## src/rtl/hazard_ctrl_unit.sv

```systemverilog
// Hazard detection and operand forwarding for the 5-stage MIPS pipeline, including the
// multi-cycle mul/div occupancy sequencer and saturating stall-cycle counters.
//
// state | meaning
// IDLE  | no mul/div op in E; a start stalls this cycle and loads the down-counter
// BUSY  | mul/div op occupying E; stall while cnt != 0, the cnt == 0 cycle is the done cycle
module hazard_ctrl_unit #(
    parameter int MULDIV_LAT = 4,
    parameter int CNT_W      = 16
) (
    input  logic             CLK,
    input  logic             RST,
    input  logic [4:0]       rsD,
    input  logic [4:0]       rtD,
    input  logic             BranchD,
    input  logic [4:0]       rsE,
    input  logic [4:0]       rtE,
    input  logic [4:0]       WriteRegE,
    input  logic             RegWriteE,
    input  logic             MemToRegE,
    input  logic             MulDivStartE,
    input  logic [4:0]       WriteRegM,
    input  logic             RegWriteM,
    input  logic             MemToRegM,
    input  logic [4:0]       WriteRegW,
    input  logic             RegWriteW,
    output logic             StallF,
    output logic             StallD,
    output logic             FlushE,
    output logic             StallE,
    output logic             FlushM,
    output logic             ForwardAD,
    output logic             ForwardBD,
    output logic [1:0]       ForwardAE,
    output logic [1:0]       ForwardBE,
    output logic             MulDivDoneE,
    output logic [CNT_W-1:0] LoadStallCnt,
    output logic [CNT_W-1:0] BranchStallCnt,
    output logic [CNT_W-1:0] MulDivStallCnt
);

    typedef enum logic {
        IDLE = 1'b0,
        BUSY = 1'b1
    } mdState_t;

    localparam logic [3:0]       LAT_M2  = 4'(MULDIV_LAT - 2);
    localparam logic [CNT_W-1:0] CNT_ONE = CNT_W'(1);
    localparam logic [CNT_W-1:0] CNT_MAX = '1;

    mdState_t   state;
    logic [3:0] cnt;
    logic       doneQ;
    logic       lwStall;
    logic       brStall;
    logic       mdStall;

    // A zero source tag never matches: r0 is hardwired and cannot carry a hazard.
    function automatic logic tagHit(input logic [4:0] src, input logic [4:0] dst);
        return (src != 5'd0) && (src == dst);
    endfunction

    always_comb begin
        ForwardAE = 2'b00;
        if (RegWriteM && tagHit(rsE, WriteRegM))
            ForwardAE = 2'b10;
        else if (RegWriteW && tagHit(rsE, WriteRegW))
            ForwardAE = 2'b01;
    end

    always_comb begin
        ForwardBE = 2'b00;
        if (RegWriteM && tagHit(rtE, WriteRegM))
            ForwardBE = 2'b10;
        else if (RegWriteW && tagHit(rtE, WriteRegW))
            ForwardBE = 2'b01;
    end

    assign ForwardAD = RegWriteM & tagHit(rsD, WriteRegM);
    assign ForwardBD = RegWriteM & tagHit(rtD, WriteRegM);

    assign lwStall = MemToRegE & (tagHit(rsD, rtE) | tagHit(rtD, rtE));

    assign brStall = BranchD &
                     ((RegWriteE & (tagHit(rsD, WriteRegE) | tagHit(rtD, WriteRegE))) |
                      (MemToRegM & (tagHit(rsD, WriteRegM) | tagHit(rtD, WriteRegM))));

    // Reset forces mdStall low so an aborted op releases E in the reset cycle itself.
    assign mdStall = ~RST & (((state == IDLE) & MulDivStartE) |
                             ((state == BUSY) & (cnt != 4'd0)));

    assign StallF      = lwStall | brStall | mdStall;
    assign StallD      = lwStall | brStall | mdStall;
    assign StallE      = mdStall;
    assign FlushM      = mdStall;
    assign FlushE      = (lwStall | brStall) & ~mdStall;
    assign MulDivDoneE = doneQ;

    // doneQ is precomputed so it is high exactly while BUSY with cnt == 0.
    always_ff @(posedge CLK) begin
        if (RST) begin
            state <= IDLE;
            cnt   <= 4'd0;
            doneQ <= 1'b0;
        end else begin
            case (state)
                IDLE: begin
                    if (MulDivStartE) begin
                        state <= BUSY;
                        cnt   <= LAT_M2;
                        doneQ <= (LAT_M2 == 4'd0);
                    end else begin
                        doneQ <= 1'b0;
                    end
                end
                BUSY: begin
                    if (cnt != 4'd0) begin
                        cnt   <= cnt - 4'd1;
                        doneQ <= (cnt == 4'd1);
                    end else begin
                        state <= IDLE;
                        doneQ <= 1'b0;
                    end
                end
                default: begin
                    state <= IDLE;
                    cnt   <= 4'd0;
                    doneQ <= 1'b0;
                end
            endcase
        end
    end

    // A cycle that is both a load and a branch stall is attributed to the load only.
    always_ff @(posedge CLK) begin
        if (RST) begin
            LoadStallCnt   <= '0;
            BranchStallCnt <= '0;
            MulDivStallCnt <= '0;
        end else begin
            if (mdStall && (MulDivStallCnt != CNT_MAX))
                MulDivStallCnt <= MulDivStallCnt + CNT_ONE;
            if (lwStall && !mdStall && (LoadStallCnt != CNT_MAX))
                LoadStallCnt <= LoadStallCnt + CNT_ONE;
            if (brStall && !lwStall && !mdStall && (BranchStallCnt != CNT_MAX))
                BranchStallCnt <= BranchStallCnt + CNT_ONE;
        end
    end

endmodule

```

## config.mk

```make
export PLATFORM = sky130hd
export DESIGN_NAME = hazard_ctrl_unit
export DESIGN_NICKNAME = d
export VERILOG_FILES = /design/src/rtl/hazard_ctrl_unit.sv
export SDC_FILE = /design/constraint.sdc
export NUM_CORES = 1
export LEC_CHECK = 0
export CORE_UTILIZATION = 32
export CTS_BUF_LIST = sky130_fd_sc_hd__clkbuf_8
export CTS_CLUSTER_SIZE = 8
export DETAILED_ROUTE_END_ITERATION = 10
export MAX_ROUTING_LAYER = met4
export PLACE_DENSITY = 0.68
export SLEW_MARGIN = 25
export SYNTH_ARGS = -nofsm -noshare
export SYNTH_HDL_FRONTEND = slang
export SYNTH_SLANG_ARGS = --single-unit
```

## constraint.sdc

```tcl
create_clock -name CLK -period 6.3 [get_ports CLK]
set_input_delay 0.945 -clock CLK [delete_from_list [all_inputs] [get_ports CLK]]
set_output_delay 0.945 -clock CLK [all_outputs]
set_load 0.01 [all_outputs]
```

# Yosys cells after proc, flatten, opt, wreduce, memory -nomap -nowiden
# Index checks and enable logic that the tools add are counted.
# W data, S select, Z words.
# classes
addsub,4
reduce_logical,28
muxes,12
eq_ne,16
n_bitwise,20
# ops
cell,n
$eq A5 B5 Y1,10
$add A16 B1 Y16 const B,3
$ne A16 B16 Y1 const B,3
$logic_and A1 B1 Y1,20
$reduce_bool A5 Y1,4
$and A1 B1 Y1,10
$mux W4,2
$pmux W4 S2,1
$or A1 B1 Y1,7
$mux W1,5
$eq A4 B1 Y1 const B,1
$mux W2,2
$pmux W1 S2,2
$reduce_bool A4 Y1,1
$sub A4 B1 Y4 const B,1
$not A1 Y1,3
$logic_not A1 Y1,2
$ne A2 B1 Y1 const B,1
$ne A2 B2 Y1 const B,1
$reduce_and A2 Y1,1
# totals
wordCells,86
regBits,54
output_inout_bits,60
input_bits,44

# Depth between registers and ports, before layout
# Gate-level depths: netlist of the first run.
# depth
ltp_word,9
depth_mapped,9

# Worst setup path after synthesis of the first run
# Ideal clock, no wire load.
# synth_path
kind,input port to output port
start,in rtE[3]
end,out StallF
arrival_time_ps,2533
stages,9
path_slack_ps,2822
t_required_ps,5355
n_path_buf,4
cell_sequence,buf_4 xor2_1 nor3_1 and4_1 o21a_1 buf_6 buf_2 or3_1 buf_4
# synth_via
elab_chain_len,6
word_cells_on_any_way,8
cone_classes,eq/ne: 2; bitwise: 4; reduce/logical: 2
# synth_rtl
item,line_no,source
"start, declared",17,"input logic [4:0] rtE,"
$eq A5 B5 Y1,60,return (src != 5'd0) && (src == dst);
$logic_and A1 B1 Y1,60,
$or A1 B1 Y1 (*),82,"assign lwStall = MemToRegE & (tagHit(rsD, rtE) | tagHit(rtD, rtE));"
$and A1 B1 Y1 (*),82,
$or A1 B1 Y1 (*) (2 in a row),n/a,
"end, declared",27,"output logic StallF,"
# Every way passes the cells marked *; elsewhere a longest branch is shown, timed or not.

# Worst setup path after layout of the first run
# layout_path
start,in rtE[0]
end,out StallF
# layout_via
elab_chain_len,6
word_cells_on_any_way,8
cone_classes,eq/ne: 2; bitwise: 4; reduce/logical: 2
# layout_rtl
item,line_no,source
$eq A5 B5 Y1,60,
$logic_and A1 B1 Y1,60,
$or A1 B1 Y1 (*),82,
$and A1 B1 Y1 (*),82,
$or A1 B1 Y1 (*) (2 in a row),92,assign StallF = lwStall | brStall | mdStall;
# Marked as above.

==> metrics, run 1 <==
outcome=complete, no violations; die area=0.0110 mm2; final std cells w/o fill=640; data required time of the critical path=approximately 5.4 ns; Initial DRC Count=126; dominant cells by area after synthesis=sky130_fd_sc_hd__dfxtp_1 32%, sky130_fd_sc_hd__xnor2_1 12%, sky130_fd_sc_hd__xor2_1 7.5%; clock tree from TritonCTS=yes; worst setup skew after layout=a little over 0.006 ns; # setup viols final=0; via density per instance=5.03; number of clock buffers inserted by TritonCTS=5; max-slew violation count=0; Critical Path Fanout Max=20; Net Count, Synth=between 400 and 500; Detailed Routing Iterations Pass 1=4; gr usage total=between 10% and 20%; area growth from synthesis to layout=35.4%; Setup Fix Bufs, Post-CTS=0; portion of the clock cycle consumed by the worst path in the final layout=71.9%; Site Rows=37; Post-Synth Adder-Cell Area=2.21%; flip-flop and latch count after synthesis=54; total DRC errors in the routed layout=0; Min Hold Slack=approximately 0.5 ns; ratio of cells with drive above 1 in the final layout=between 3 and 4%; cell accounting for the most synthesized area=sky130_fd_sc_hd__dfxtp_1; Buf+Inv Stages, Crit Path=2; kind of capture point of the worst setup path=primary output; Post-DP HPWL=between 6000 and 7000 um; basic-gate share of the synthesized area counting and, or, nand and nor cells=just under 30%; multiplexer share of the synthesized area=about 2%; headroom to the max-slew limit=39.8%; startpoint-to-endpoint class of the critical path=primary input to primary output; cell family with most CP delay=buffers and inverters; actual slew at the worst max-slew pin=around 0.90 ns; Congestion Overflow GR=0; fraction of synthesized cell area taken by the top area cell type=a little under a third; power density over the cells=between 150 and 200 mW/mm2; most frequent CP cell=sky130_fd_sc_hd__clkdlybuf4s50_1; setup_tns=0 ns; global-route wire length before repair=between 10,000 and 15,000 um; Longest Clk Path Bufs=2; Antenna Violating Nets Remaining=0; Max VDD drop=between 0.0001 and 0.00015 V; net total in the final layout=roughly 550; post-detailed-route wirelength per cell=roughly 14 um; PortBufs=103; number of standard cells after synthesis=413; ports placed on the boundary=104; clock latency of the later-clocked register in the worst-skew pair=0.30 ns; max-capacitance violation count=0; number of gates resized after CTS=0; Post-synth EDFFs=0; leading register cell type out of synthesis=sky130_fd_sc_hd__dfxtp_1; arrival time of data at the critical path endpoint=between 3 and 4 ns; Die Span Y=105 um; critical path's slowest cell=sky130_fd_sc_hd__clkdlybuf4s50_1; xor/xnor share of the synthesized area=19.1%; synth cell count leaders=54 x sky130_fd_sc_hd__dfxtp_1, 52 x sky130_fd_sc_hd__nor2_1, 45 x sky130_fd_sc_hd__xnor2_1; kind of launch point of the worst setup path=primary input; number of fill cells in the layout=about 1,000; placeable core region=between 0.01 and 0.015 mm2; via count of the first global-routing pass=3,144; static leakage=0.00152 uW; clock period minus worst slack=4.53 ns; highest cell delay on the worst timing path=0.58 ns; CTS Root Buffer Type=sky130_fd_sc_hd__clkbuf_8; HP Class=flip-flop to flip-flop; fraction of synthesis flops using an asynchronous set or reset pin=0%; clock sink count=54; top-count cell post-synth=sky130_fd_sc_hd__dfxtp_1; number of hold violations in the final report=0; compound-gate portion of the synthesized area=between 10% and 20%; clock-pin slew on the worst setup and hold paths=0.09 ns; vias after detailed routing=between 3,000 and 4,000; core occupancy in the finished layout=between 40% and 50%; total power of the final layout=a little over 700 uW; pin count of the biggest net entering global routing=57; antenna violations before repair=0; total number of yosys warnings=0; CTS hold repair buffers=0; setup repair after global routing missed its margin=false; Critical Path, Cell by Cell=clkdlybuf4s50_1 -> xor2_1 -> nor3_1 -> and4_4 -> o21a_1 -> or3_1 -> clkdlybuf4s50_1; x dimension of the die=between 100 and 150 um; post-synthesis sequential area ratio=31.8%; H-tree level count=2; number of distinct library cells after synthesis=just over 50; largest family of logic cells by synthesized area=simple AND/OR/NAND/NOR gates; gp weighted congestion=around 0.83; ant diodes=0; Cell Count Post-Placement=between 600 and 700; starting density of the core=around a third; achievable frequency=about 0.22 GHz; routed wire length=~8900 um; post-synth design cell area=between 0.003 and 0.004 mm2; mean post-synth cell area=8.22 um2
## stage by stage
stage | worst slack, ns | area (um2)
4_1_cts | 1.78 | 4600
3_3_place_gp | 1.76 | 4490
3_5_place_dp | 1.79 | 4490
5_1_grt | 1.61 | 4600
6_report | 1.77 | 4600
2_1_floorplan | 2.82 | 3400
## cell type report
type                    count  area [um2]  share of cell area (%)
well taps                 136         170                    3.70
clock buffers               5        68.8                    1.50
multi-input cells         328        2160                    47.0
clock inverters             3        40.0                   0.871
flip-flops and latches     54        1080                    23.5
repair buffers            105        1040                    22.6
inverters                   9        33.8                   0.735
## worst paths after layout
path / slack (ns) / cells past startpoint / endpoint / startpoint
hold reg to reg: 0.50 / 2 / MulDivStallCnt[1]$_SDFFE_PP0P_ / MulDivStallCnt[1]$_SDFFE_PP0P_
setup / recovery: 1.77 / 7 / StallF / rtE[0]
setup reg to reg: 3.72 / 7 / BranchStallCnt[4]$_SDFFE_PP0P_ / cnt[0]$_SDFFE_PP0P_
hold / removal: 0.50 / 2 / MulDivStallCnt[1]$_SDFFE_PP0P_ / MulDivStallCnt[1]$_SDFFE_PP0P_
## tightest hold or removal path, delay by kind of cell (launching register included)
kind,cells,cell delay (ns)
simple gates,1,0.06
flops,1,0.34
compound gates,1,0.06
## report_power, final
group | switching [uW] | internal, uW | total [uW]
clock network | 114 | 117 | 231
logic | 70.6 | 71.0 | 142
registers | 6.54 | 347 | 353
total | 191 | 535 | 726
## flip-flops by register name (all words and copies together), names as in the netlist
name,flops
BranchStallCnt,16
LoadStallCnt,16
MulDivStallCnt,16
cnt,4
MulDivDoneE,1
state,1
## cell usage in the layout, fill, tap and decap left out, types with 6 or more instances in the layout
master	n
sky130_fd_sc_hd__nand4_1	14
sky130_fd_sc_hd__inv_1	9
sky130_fd_sc_hd__or4b_1	6
sky130_fd_sc_hd__a21oi_1	19
sky130_fd_sc_hd__nand2_1	24
sky130_fd_sc_hd__dfxtp_1	54
sky130_fd_sc_hd__nor3_1	21
sky130_fd_sc_hd__nand3_1	27
sky130_fd_sc_hd__and3_1	10
sky130_fd_sc_hd__or3_1	8
sky130_fd_sc_hd__xor2_1	29
sky130_fd_sc_hd__clkdlybuf4s50_1	102
sky130_fd_sc_hd__o41ai_1	6
sky130_fd_sc_hd__ha_1	6
sky130_fd_sc_hd__nor4_1	6
sky130_fd_sc_hd__nor2_1	52
sky130_fd_sc_hd__xnor2_1	45
## metal layers
| layer | GRT usage, % | part of all wire (%) |
|---|---|---|
| met5 | - | 0 |
| met4 | 2.21 | 0.35 |
| met3 | 2.31 | 2.4 |
| met2 | 28.5 | 49 |
| met1 | 21.8 | 48 |
## kinds of logic after synthesis
family	Yosys count
mux	6
simple gates	191
compound gates	51
fa+ha+maj	6
flops	54
buf+inv	31
xor+xnor	74
No activity file was read; power rests on OpenSTA's default activity.
==> run 2: changes to the inputs <==
--- a/config.mk
+++ b/config.mk
@@ -10,7 +10,7 @@
 export CTS_CLUSTER_SIZE = 8
 export DETAILED_ROUTE_END_ITERATION = 10
 export MAX_ROUTING_LAYER = met4
-export PLACE_DENSITY = 0.68
+export PLACE_DENSITY = 0.71
 export SLEW_MARGIN = 25
 export SYNTH_ARGS = -nofsm -noshare
 export SYNTH_HDL_FRONTEND = slang
==> constraint.sdc (replaced) <==
create_clock -name CLK -period 3.8 [get_ports CLK]
set_input_delay 0.57 -clock CLK [delete_from_list [all_inputs] [get_ports CLK]]
set_output_delay 0.57 -clock CLK [all_outputs]
set_load 0.01 [all_outputs]
==> metrics, run 2 (same netlist as run 1, synthesis figures left out) <==
arrival time of data at the critical path endpoint=approximately 2.9 ns; kind of launch point of the worst setup path=primary input; die area=roughly 0.011 mm2; max-capacitance violation count=0; top metal layer carrying routed signals=met4; gr usage total=about 17%; kind of capture point of the worst setup path=primary output; Setup Fix Bufs, Post-CTS=0; number of fill cells in the layout=approximately 1,000; power density over the cells=263 mW/mm2; antenna violations before repair=0; H-tree level count=2; Congestion Overflow GR=0; starting density of the core=approximately a third; clock-pin slew on the worst setup and hold paths=about 0.10 ns; # setup viols final=0; post-detailed-route wirelength per cell=approximately 14 um; ports placed on the boundary=approximately 100; Post-DP HPWL=6880 um; clock tree from TritonCTS=yes; clock latency of the later-clocked register in the worst-skew pair=between 0.3 and 0.4 ns; setup repair after global routing missed its margin=false; Min Hold Slack=~0.50 ns; clock sink count=54; Antenna Violating Nets Remaining=0; via count of the first global-routing pass=3,177; x dimension of the die=~110 um; commonest cells after routing, fill and taps aside=102 x sky130_fd_sc_hd__clkdlybuf4s50_1, 54 x sky130_fd_sc_hd__dfxtp_1, 52 x sky130_fd_sc_hd__nor2_1; global-route wire length before repair=between 15,000 and 20,000 um; Longest Clk Path Bufs=2; static leakage=between 0.0015 and 0.002 uW; Site Rows=37; Max VDD drop=roughly 0.00017 V; Met2 Routed Length=4470 um; Initial DRC Count=between 100 and 150; total DRC errors in the routed layout=0; achievable frequency=0.287 GHz; routed wire length=9080 um; Largest regs=BranchStallCnt x16, LoadStallCnt x16, MulDivStallCnt x16; total power of the final layout=roughly 1200 uW; number of clock buffers inserted by TritonCTS=5; total routed wire length on the met1 layer=~4200 um; max-slew violation count=0; gp weighted congestion=around 0.92; worst setup skew after layout=just under 0.008 ns; outcome=complete, no violations; actual slew at the worst max-slew pin=~0.77 ns; Die Span Y=around 110 um; number of gates resized after CTS=0; ant diodes=0; CTS Root Buffer Type=sky130_fd_sc_hd__clkbuf_8; met3 wirelength from detailed routing=~300 um; Detailed Routing Iterations Pass 1=4; via density per instance=roughly 5.2; headroom to the max-slew limit=about half; register cell area after layout=between 0.001 and 0.0015 mm2; footprint of the multi-input gates=about 0.0022 mm2; clock period minus worst slack=3.49 ns; area growth from synthesis to layout=35.8%; Critical Path Fanout Max=5; setup_tns=0 ns; placeable core region=a little over 0.01 mm2; net total in the final layout=~560; highest cell delay on the worst timing path=0.58 ns; critical path's slowest cell=sky130_fd_sc_hd__clkdlybuf4s50_1; pin count of the biggest net entering global routing=56; core occupancy in the finished layout=about 45%; number of hold violations in the final report=0; CTS hold repair buffers=0; Critical Path, Cell by Cell=clkdlybuf4s50_1 -> xor2_1 -> nor3_1 -> and4_1 -> o21a_1 -> nor2_1 -> nor2_1 -> clkdlybuf4s50_1; portion of the clock cycle consumed by the worst path in the final layout=just over 90%; most frequent standard cell in the layout excluding fill and tap cells=sky130_fd_sc_hd__clkdlybuf4s50_1; ratio of cells with drive above 1 in the final layout=4.35%; HP Class=flip-flop to flip-flop; PortBufs=103; vias after detailed routing=around 3,300; data required time of the critical path=around 3.2 ns; startpoint-to-endpoint class of the critical path=primary input to primary output
[run 2: cell types whose count changed in the layout (fill, tap and decap cells not counted), sizes merged]
cell	delta
buf	+2
[run 2: worst paths after layout]
check | start | to | slack (ns) | cells past startpoint
worst max-delay path | rtE[3] | FlushE | 0.31 | 8
worst min-delay path | BranchStallCnt[13]$_SDFFE_PP0P_ | BranchStallCnt[13]$_SDFFE_PP0P_ | 0.50 | 2
worst max register to register | cnt[0]$_SDFFE_PP0P_ | MulDivStallCnt[13]$_SDFFE_PP0P_ | 1.28 | 8
worst min register to register | BranchStallCnt[13]$_SDFFE_PP0P_ | BranchStallCnt[13]$_SDFFE_PP0P_ | 0.50 | 2
[run 2: cell type report]
cell class	instances	area share, %
clock buffer	5	1.49
multi-input combinational	328	46.9
clock inverter	3	0.868
tap	136	3.69
sequential	54	23.4
timing repair buffer	107	22.9
inverter	9	0.733
[run 2: critical path, delay by kind of cell]
kind            cells  cell delay, ns
compound gates      1            0.21
xor+xnor            1            0.24
buf+inv             2            1.15
simple gates        4            0.74
[run 2: through the flow]
stage               setup slack, ns  std cells  instance area, um2
floorplan                      1.07        413                3400
global placement              0.377        634                4500
detailed placement            0.371        634                4500
CTS                           0.357        642                4610
global route                  0.217        642                4610
finish                        0.314        642                4610
[run 2: layer usage]
layer	up-vias	track usage, %
met5	-	-
met4	0	4.33
met3	13	2.31
met2	73	28.8
met1	1584	21.8
li1	1641	-
[run 2: report_power, final]
part,leakage (uW),switching (uW),internal [uW],total (uW)
sequential,0.000436,11.2,575,586
combinational,0.00103,120,120,239
clock,0.0000579,195,194,390
